[config.mk]
export PLATFORM = sky130hd
export DESIGN_NAME = lbc_cbus_arb
export DESIGN_NICKNAME = d
export VERILOG_FILES = /design/src/rtl/lbc_cbus_arb.sv
export SDC_FILE = /design/constraint.sdc
export NUM_CORES = 1
export LEC_CHECK = 0
export ABC_AREA = 1
export CAP_MARGIN = 15
export CORE_MARGIN = 1
export CORE_UTILIZATION = 49
export CTS_CLUSTER_SIZE = 24
export DETAILED_ROUTE_END_ITERATION = 7
export PLACE_DENSITY = 0.8
export SETUP_SLACK_MARGIN = 0.15
export SLEW_MARGIN = 10
export SYNTH_ARGS = -nofsm -noshare
export SYNTH_HDL_FRONTEND = slang
export SYNTH_SLANG_ARGS = --single-unit
[constraint.sdc]
create_clock -name SYSCLK -period 1.9 [get_ports SYSCLK]
set_input_delay 0.38 -clock SYSCLK [delete_from_list [all_inputs] [get_ports SYSCLK]]
set_output_delay 0.38 -clock SYSCLK [all_outputs]
set_load 0.01 [all_outputs]
[src/rtl/lbc_cbus_arb.sv]
// Command-bus arbiter: picks one read/fetch channel or the posted-write buffer,
// issues a go to the far side and waits for completion or timeout.
module lbc_cbus_arb #(
    parameter int NCH    = 4,
    parameter int WDEPTH = 4,
    parameter int RRMODE = 0,
    parameter int TMOCYC = 255
) (
    input  logic                      SYSCLK,
    input  logic                      RESET_D1_R,
    input  logic                      LBCSYNCMODE,
    input  logic [NCH-1:0]            CH_REQ,
    input  logic                      CBUS_WREQ,
    input  logic                      LDN_CGOACK_R,
    output logic                      LC_CGO,
    output logic                      LC_GOTOGGLE_R,
    output logic [NCH:0]              LC_CQSEL,
    output logic [NCH-1:0]            LC_CHLOAD,
    output logic                      LC_FWLOAD,
    output logic                      LC_FWSHIFT,
    output logic                      CBUS_HALT_W_R,
    output logic [NCH-1:0]            LC_PEND_R,
    output logic                      LC_BUSY_R,
    output logic [$clog2(WDEPTH):0]   LC_WCOUNT_R,
    output logic                      LC_TIMEOUT_R,
    output logic                      LC_WDROP_R
);

    localparam int WCW  = $clog2(WDEPTH) + 1;
    localparam int IDXW = $clog2(NCH);
    localparam logic [7:0] TMO = 8'(TMOCYC);

    typedef enum logic {
        IDLE  = 1'b0,
        GOING = 1'b1
    } state_t;

    state_t           state_q, state_d;
    logic             toggle_q, toggle_d;
    logic [NCH:0]     sel_q, sel_d, sel_new;
    logic [NCH-1:0]   pend_q, pend_d;
    logic [IDXW-1:0]  last_q, last_d;
    logic [7:0]       tcnt_q, tcnt_d;
    logic [WCW-1:0]   wcount_q, wcount_d;
    logic             halt_q, halt_d;
    logic             tmo_q, tmo_d;
    logic             wdrop_q, wdrop_d;

    logic             run;
    logic [NCH-1:0]   cand;
    logic [NCH-1:0]   clear;
    logic [IDXW-1:0]  pick;
    logic             found;
    logic             full;
    logic             wsel;
    logic             launch;
    logic             ack_done;
    logic             tmo_hit;
    logic             done;
    logic             fwload;
    logic             fwshift;

    assign run  = ~RESET_D1_R;
    assign cand = pend_q | CH_REQ;
    assign full = (wcount_q == WCW'(WDEPTH));

    // Channel choice among pending-or-requesting channels.
    always_comb begin
        pick  = '0;
        found = 1'b0;
        if (RRMODE != 0) begin
            for (int j = 1; j <= NCH; j++) begin
                int idx;
                idx = (int'(last_q) + j) % NCH;
                if (!found && cand[idx]) begin
                    found = 1'b1;
                    pick  = IDXW'(idx);
                end
            end
        end else begin
            for (int i = NCH - 1; i >= 0; i--) begin
                if (cand[i]) begin
                    found = 1'b1;
                    pick  = IDXW'(i);
                end
            end
        end
    end

    always_comb begin
        wsel = full || (cand == '0);
        sel_new = '0;
        sel_new[NCH] = wsel;
        for (int i = 0; i < NCH; i++) begin
            sel_new[i] = !wsel && found && (pick == IDXW'(i));
        end
    end

    always_comb begin
        state_d  = state_q;
        toggle_d = toggle_q;
        sel_d    = sel_q;
        last_d   = last_q;
        tcnt_d   = tcnt_q;
        launch   = 1'b0;
        ack_done = 1'b0;
        tmo_hit  = 1'b0;

        case (state_q)
            IDLE: begin
                if (run && ((cand != '0) || (wcount_q != '0))) begin
                    launch   = 1'b1;
                    state_d  = GOING;
                    toggle_d = ~toggle_q;
                    sel_d    = sel_new;
                    tcnt_d   = 8'd0;
                    if (!wsel) begin
                        last_d = pick;
                    end
                end
            end
            GOING: begin
                if (run) begin
                    // An ack in the timeout cycle wins and suppresses the pulse.
                    if (LDN_CGOACK_R) begin
                        ack_done = 1'b1;
                    end else if ((TMOCYC != 0) && ((tcnt_q + 8'd1) == TMO)) begin
                        tmo_hit = 1'b1;
                    end
                    if (ack_done || tmo_hit) begin
                        state_d = IDLE;
                        tcnt_d  = 8'd0;
                    end else begin
                        tcnt_d  = tcnt_q + 8'd1;
                    end
                end
            end
            default: state_d = IDLE;
        endcase

        done    = ack_done | tmo_hit;
        clear   = done ? sel_q[NCH-1:0] : '0;
        pend_d  = CH_REQ | (pend_q & ~clear);
        fwshift = done & sel_q[NCH];
        fwload  = run & CBUS_WREQ & ~full;
        wdrop_d = run & CBUS_WREQ & full & ~fwshift;
        tmo_d   = tmo_hit;

        wcount_d = wcount_q;
        if (fwload && !fwshift) begin
            wcount_d = wcount_q + WCW'(1);
        end else if (fwshift && !fwload && (wcount_q != '0)) begin
            wcount_d = wcount_q - WCW'(1);
        end
        halt_d = (wcount_d == WCW'(WDEPTH));
    end

    always_ff @(posedge SYSCLK) begin
        if (RESET_D1_R) begin
            state_q  <= IDLE;
            toggle_q <= 1'b0;
            sel_q    <= '0;
            pend_q   <= '0;
            last_q   <= IDXW'(NCH - 1);
            tcnt_q   <= 8'd0;
            wcount_q <= '0;
            halt_q   <= 1'b0;
            tmo_q    <= 1'b0;
            wdrop_q  <= 1'b0;
        end else begin
            state_q  <= state_d;
            toggle_q <= toggle_d;
            sel_q    <= sel_d;
            pend_q   <= pend_d;
            last_q   <= last_d;
            tcnt_q   <= tcnt_d;
            wcount_q <= wcount_d;
            halt_q   <= halt_d;
            tmo_q    <= tmo_d;
            wdrop_q  <= wdrop_d;
        end
    end

    assign LC_BUSY_R     = (state_q == GOING);
    assign LC_CGO        = LBCSYNCMODE ? LC_BUSY_R : toggle_d;
    assign LC_GOTOGGLE_R = toggle_q;
    assign LC_CQSEL      = launch ? sel_new : sel_q;
    assign LC_CHLOAD     = CH_REQ;
    assign LC_FWLOAD     = fwload;
    assign LC_FWSHIFT    = fwshift;
    assign CBUS_HALT_W_R = halt_q;
    assign LC_PEND_R     = pend_q;
    assign LC_WCOUNT_R   = wcount_q;
    assign LC_TIMEOUT_R  = tmo_q;
    assign LC_WDROP_R    = wdrop_q;

endmodule

==> results of run 1 <==
==> Yosys cell counts <==
master and count:
nor4_1 2, nand3_1 20, o311ai_0 4, nor2_4 1
nor2_1 19, and2_1 1, a22oi_1 1, nand4_1 3
a21oi_1 11, nand3b_1 1, buf_4 5, nand2_4 1
nand3_2 4, nand2_1 37, o22ai_1 1, clkbuf_1 1
nand2_2 2, inv_1 35, a31oi_1 1, o31ai_1 1
o21ai_0 4, clkinv_2 1, a211oi_1 1, inv_2 2
ha_1 5, xor2_1 1, dfxtp_1 25, nand3_4 1
o21bai_2 2, nor2_2 4
==> repair_timing <==
| item | in CTS |
|---|---|
| resized for setup | 112 |
| setup endpoints to repair | 30 |
| hold buffers | 0 |
| setup buffers | 29 |
| pin swaps | 25 |
==> through the flow <==
step	instances	cell area [um2]	setup slack, ns	hold slack (ns)	setup TNS, ns
CTS	325	2544	-0.3112	0.4977	-2.439
detailed placement	294	2056	-0.8807	0.4858	-9.018
global placement	294	2056	-0.8057	0.4702	-7.580
floorplan	197	1438	0.1201	0.4582	0
==> kinds of logic after synthesis <==
logic type,synth area share
and+or+nand+nor,0.3384
buffers and inverters,0.1325
AOI/OAI and AO/OA,0.1200
DFF,0.3581
adders and majority gates,0.04476
xor gates and xnor gates,0.006268
==> reports/metrics.cfg, run 1 <==
[cts]
cts.htree.levels = 1
root_buffer = clkbuf_4
clock_path_buffers = 2
cts_buffers = 3
clock_sinks = 25

[yosys]
seq_area_frac_synth = 0.3581
synth_nets = 211
yosysUniqueCellTypes = 30
syn_inst = 197
netlist.area_leader.share = 0.3581
synth_seq_cells = 25
synth_area_mm2 = 0.001398
ys_top_cells_by_area = dfxtp_1 36%, nand2_1 9.9%, inv_1 9.4%, nand3_1 7.2%, nor2_1 5.1%
yosysWarnings = 0
avgSynthCellArea_um2 = 7.094
yosysTopAreaCell = dfxtp_1

[placement]
place_hpwl_um = 2686
io_buffers = 32
gp_congestion = 0.8306

[floorplanning]
pin_count = 33
start_util = 0.5112
die_h_um = 55.41
rows = 19
die_w_um = 55.41

[timing]
worst-ep-kind = output port
grt-worst-endpoint = LC_CQSEL[0]

[global_route]
grt_max_degree = 19

[outcome]
lastStage = 5_1_grt
error_line = [ERROR DPL-0038] Utilization greater than 100%, impossible to legalize
status = stopped before the end

==> run 2, diff against run 1 <==
--- a/config.mk
+++ b/config.mk
@@ -7,12 +7,10 @@
 export LEC_CHECK = 0
 export ABC_AREA = 1
 export CAP_MARGIN = 15
-export CORE_MARGIN = 1
-export CORE_UTILIZATION = 49
-export CTS_CLUSTER_SIZE = 24
+export CORE_AREA = 2 2 63 65
 export DETAILED_ROUTE_END_ITERATION = 7
-export PLACE_DENSITY = 0.8
-export SETUP_SLACK_MARGIN = 0.15
+export DIE_AREA = 0 0 65 67
+export PLACE_DENSITY_LB_ADDON = 0.15
 export SLEW_MARGIN = 10
 export SYNTH_ARGS = -nofsm -noshare
 export SYNTH_HDL_FRONTEND = slang
==> run 2 against run 1 <==
  * The flow now finishes, with violations (negative setup slack)
  * Synthesized area unchanged
  * Synthesized cell count unchanged
==> reports/metrics.cfg, run 2 <==
[outcome]
status = finished, violations left
violations = negative setup slack

[floorplanning]
start_util = 0.3876
die_w_um = 65
core_mm2 = 0.003606
die_h_um = 67
rows = 22
pin_count = 33
die_area_mm2 = 0.004355

[global_route]
grt_pass1_vias = 1403
grt_use_total = 0.1863
grt_use_met3 = 0.02196
grtUsageMet1 = 0.2400
grt-ovfl-total = 0
busiest_layer = met2
use_met2 = 0.3131
grt_max_degree = 19
grt_pass1_wl_um = 6251
antenna_found_initial = 0

[placement]
gp_congestion = 0.8415
io_buffers = 32
dp_slack_ns = -0.8300
place_hpwl_um = 2642
place_inst = 313

[yosys]
synth_nets = 211
async_reset_ff_frac = 0
yosysTopAreaCell = dfxtp_1
yosysWarnings = 0
syn_inst = 197
ys_top_cells_by_area = dfxtp_1 36%, nand2_1 9.9%, inv_1 9.4%, nand3_1 7.2%, nor2_1 5.1%
synth_edf_count = 0
avgSynthCellArea_um2 = 7.094
synth_area_mm2 = 0.001398
yosysMostFrequentCell = nand2_1
synthFlopType = dfxtp_1
synth_seq_cells = 25
yosysUniqueCellTypes = 30
yosys-top-cells-count = 37 x nand2_1, 35 x inv_1, 25 x dfxtp_1
netlist.area_leader.share = 0.3581
seq_area_frac_synth = 0.3581

[hold_path]
min_path_type = reg -> reg
hp-start = tcnt_q[7]
min_path_cells = 2
hold_path_end = tcnt_q[7]

[cts]
cts_hold_buf = 0
cts.htree.levels = 1
cts_buffers = 3
clk_pin_slew_ns = 0.09
cts_tree = yes
clock_sinks = 25
clock_latency_ns = 0.28
clock_path_buffers = 2
root_buffer = clkbuf_8

[finish]
fin_util = 0.6829
drive_gt1_frac = 0.4530
finalNonFillerCells = 335
largest_reg_flops = 8
layout_common_cells = 52 x buf_4, 34 x nand2_1, 26 x inv_1
antenna_cells = 0
regArea_um2 = 508.0
final_common_cell = buf_4
final.fill_count = 303
multi_input_area_um2 = 917.1
syn_to_final_growth_pct = 76.19
regMostFlops = tcnt_q
num-nets-final = 302

[timing]
fmax_ghz = 0.4747
period_share = 1.109
setup_tns_ns = -1.082
setup_viol = 8
period_needed_ns = 2.107
skew_ns = 0.006711
slew_headroom = 0.8112
layout_setup_ws_ns = -0.2066
rsz0062_at_grt = true
hold_viol_final = 0
drv_slew = 0
worst_pin_slew_ns = 0.2796

[detailed_routing]
vias = 1552
dr.pass1.iters = 4
wl_per_cell_um = 11.76
drtIter0Drc = 66
drt_wl_total_um = 3939
ant_nets = 0
drcViolationCount = 0
vias_per_cell = 4.633

[setup_path]
crit_path_start_kind = flop
cp_max_fo = 5
critPathCaptureType = primary output
cp.required_ns = 1.52
criticalPathCategory = reg -> out
cp.arrival_ns = 1.73
rr_worst_depth = 16
regToRegStartpoint = tcnt_q[0]
r2r_slack_ns = 0
r2r_end = CBUS_HALT_W_R

[power]
p_leak_nw = 1.139
ir_drop_uv = 356.2
totalPowerFinal_w = 0.001278
power.density_mw_per_mm2 = 519.1

[run]
drv_cap = 0

## run 2: stage by stage
step / area, um2 / hold slack [ns]
3_5_place_dp: 2058 / 0.4778
5_1_grt: 2462 / 0.5408
4_1_cts: 2318 / 0.4937
3_3_place_gp: 2058 / 0.4701
2_1_floorplan: 1404 / 0.4582
6_report: 2462 / 0.4944
## run 2: cell families (layout without fill, tap and decap cells)
group | count (synthesis) | after routing | synth area share
flops | 25 | 25 | 0.3581
xor+xnor | 1 | 1 | 0.006268
buf+inv | 44 | 134 | 0.1325
simple gates | 96 | 96 | 0.3384
compound gates | 26 | 26 | 0.1200
fa+ha+maj | 5 | 5 | 0.04476
## run 2: area by class of cell
| cell class | instances | area share |
|---|---|---|
| Sequential cell | 25 | 0.2063 |
| Timing Repair Buffer | 92 | 0.3181 |
| Clock buffer | 3 | 0.01677 |
| Multi-Input combinational cell | 128 | 0.3725 |
| Clock inverter | 1 | 0.002033 |
| Tap cell | 48 | 0.02439 |
| Inverter | 38 | 0.05996 |
## run 2: worst max-delay path by stage
stage | to | depth (start not counted) | slack (ns) | start
after floorplan | LC_CGO | 8 | 0.01 | LC_WCOUNT_R[0]
after global placement | LC_CQSEL[2] | 10 | -0.78 | CH_REQ[0]
after detailed placement | LC_CQSEL[2] | 10 | -0.83 | CH_REQ[0]
after CTS | LC_CQSEL[0] | 11 | -0.27 | LC_WCOUNT_R[1]
after global routing | LC_CQSEL[2] | 10 | -0.30 | LC_WCOUNT_R[0]
final | LC_CQSEL[0] | 11 | -0.21 | LC_WCOUNT_R[0]
## run 2: worst max-delay path, stage by stage (launching register included)
cell and delay [ns]:
dfxtp_2 0.35, inv_2 0.05, ha_4 0.16, inv_2 0.06, nor2_4 0.04, a31oi_4 0.17
nand2_4 0.10, buf_6 0.14, nor2_4 0.09, inv_2 0.04, o22ai_2 0.09, buf_2 0.16
## run 2: layer usage
layer  part of all wire  up-vias
met1               0.47      698
met5                  0        -
met4              0.015        0
met2               0.48       35
li1                   -      815
met3              0.035        4
## run 2: what timing repair did
action / 4_1_cts / 5_1_grt
setup endpoints to repair: 16 / 22
buffers inserted: 15 / 4
gates resized for setup: 72 / 30
pin swaps: 18 / 22
## run 2: power by group
group	leakage, nW	internal (W)	switching (W)
Sequential	0.207	0.000547	0.0000147
Combinational	0.906	0.000194	0.000181
Clock	0.0255	0.000148	0.000193
Total	1.14	0.000889	0.000389
Power figures use the tool's default switching activity.
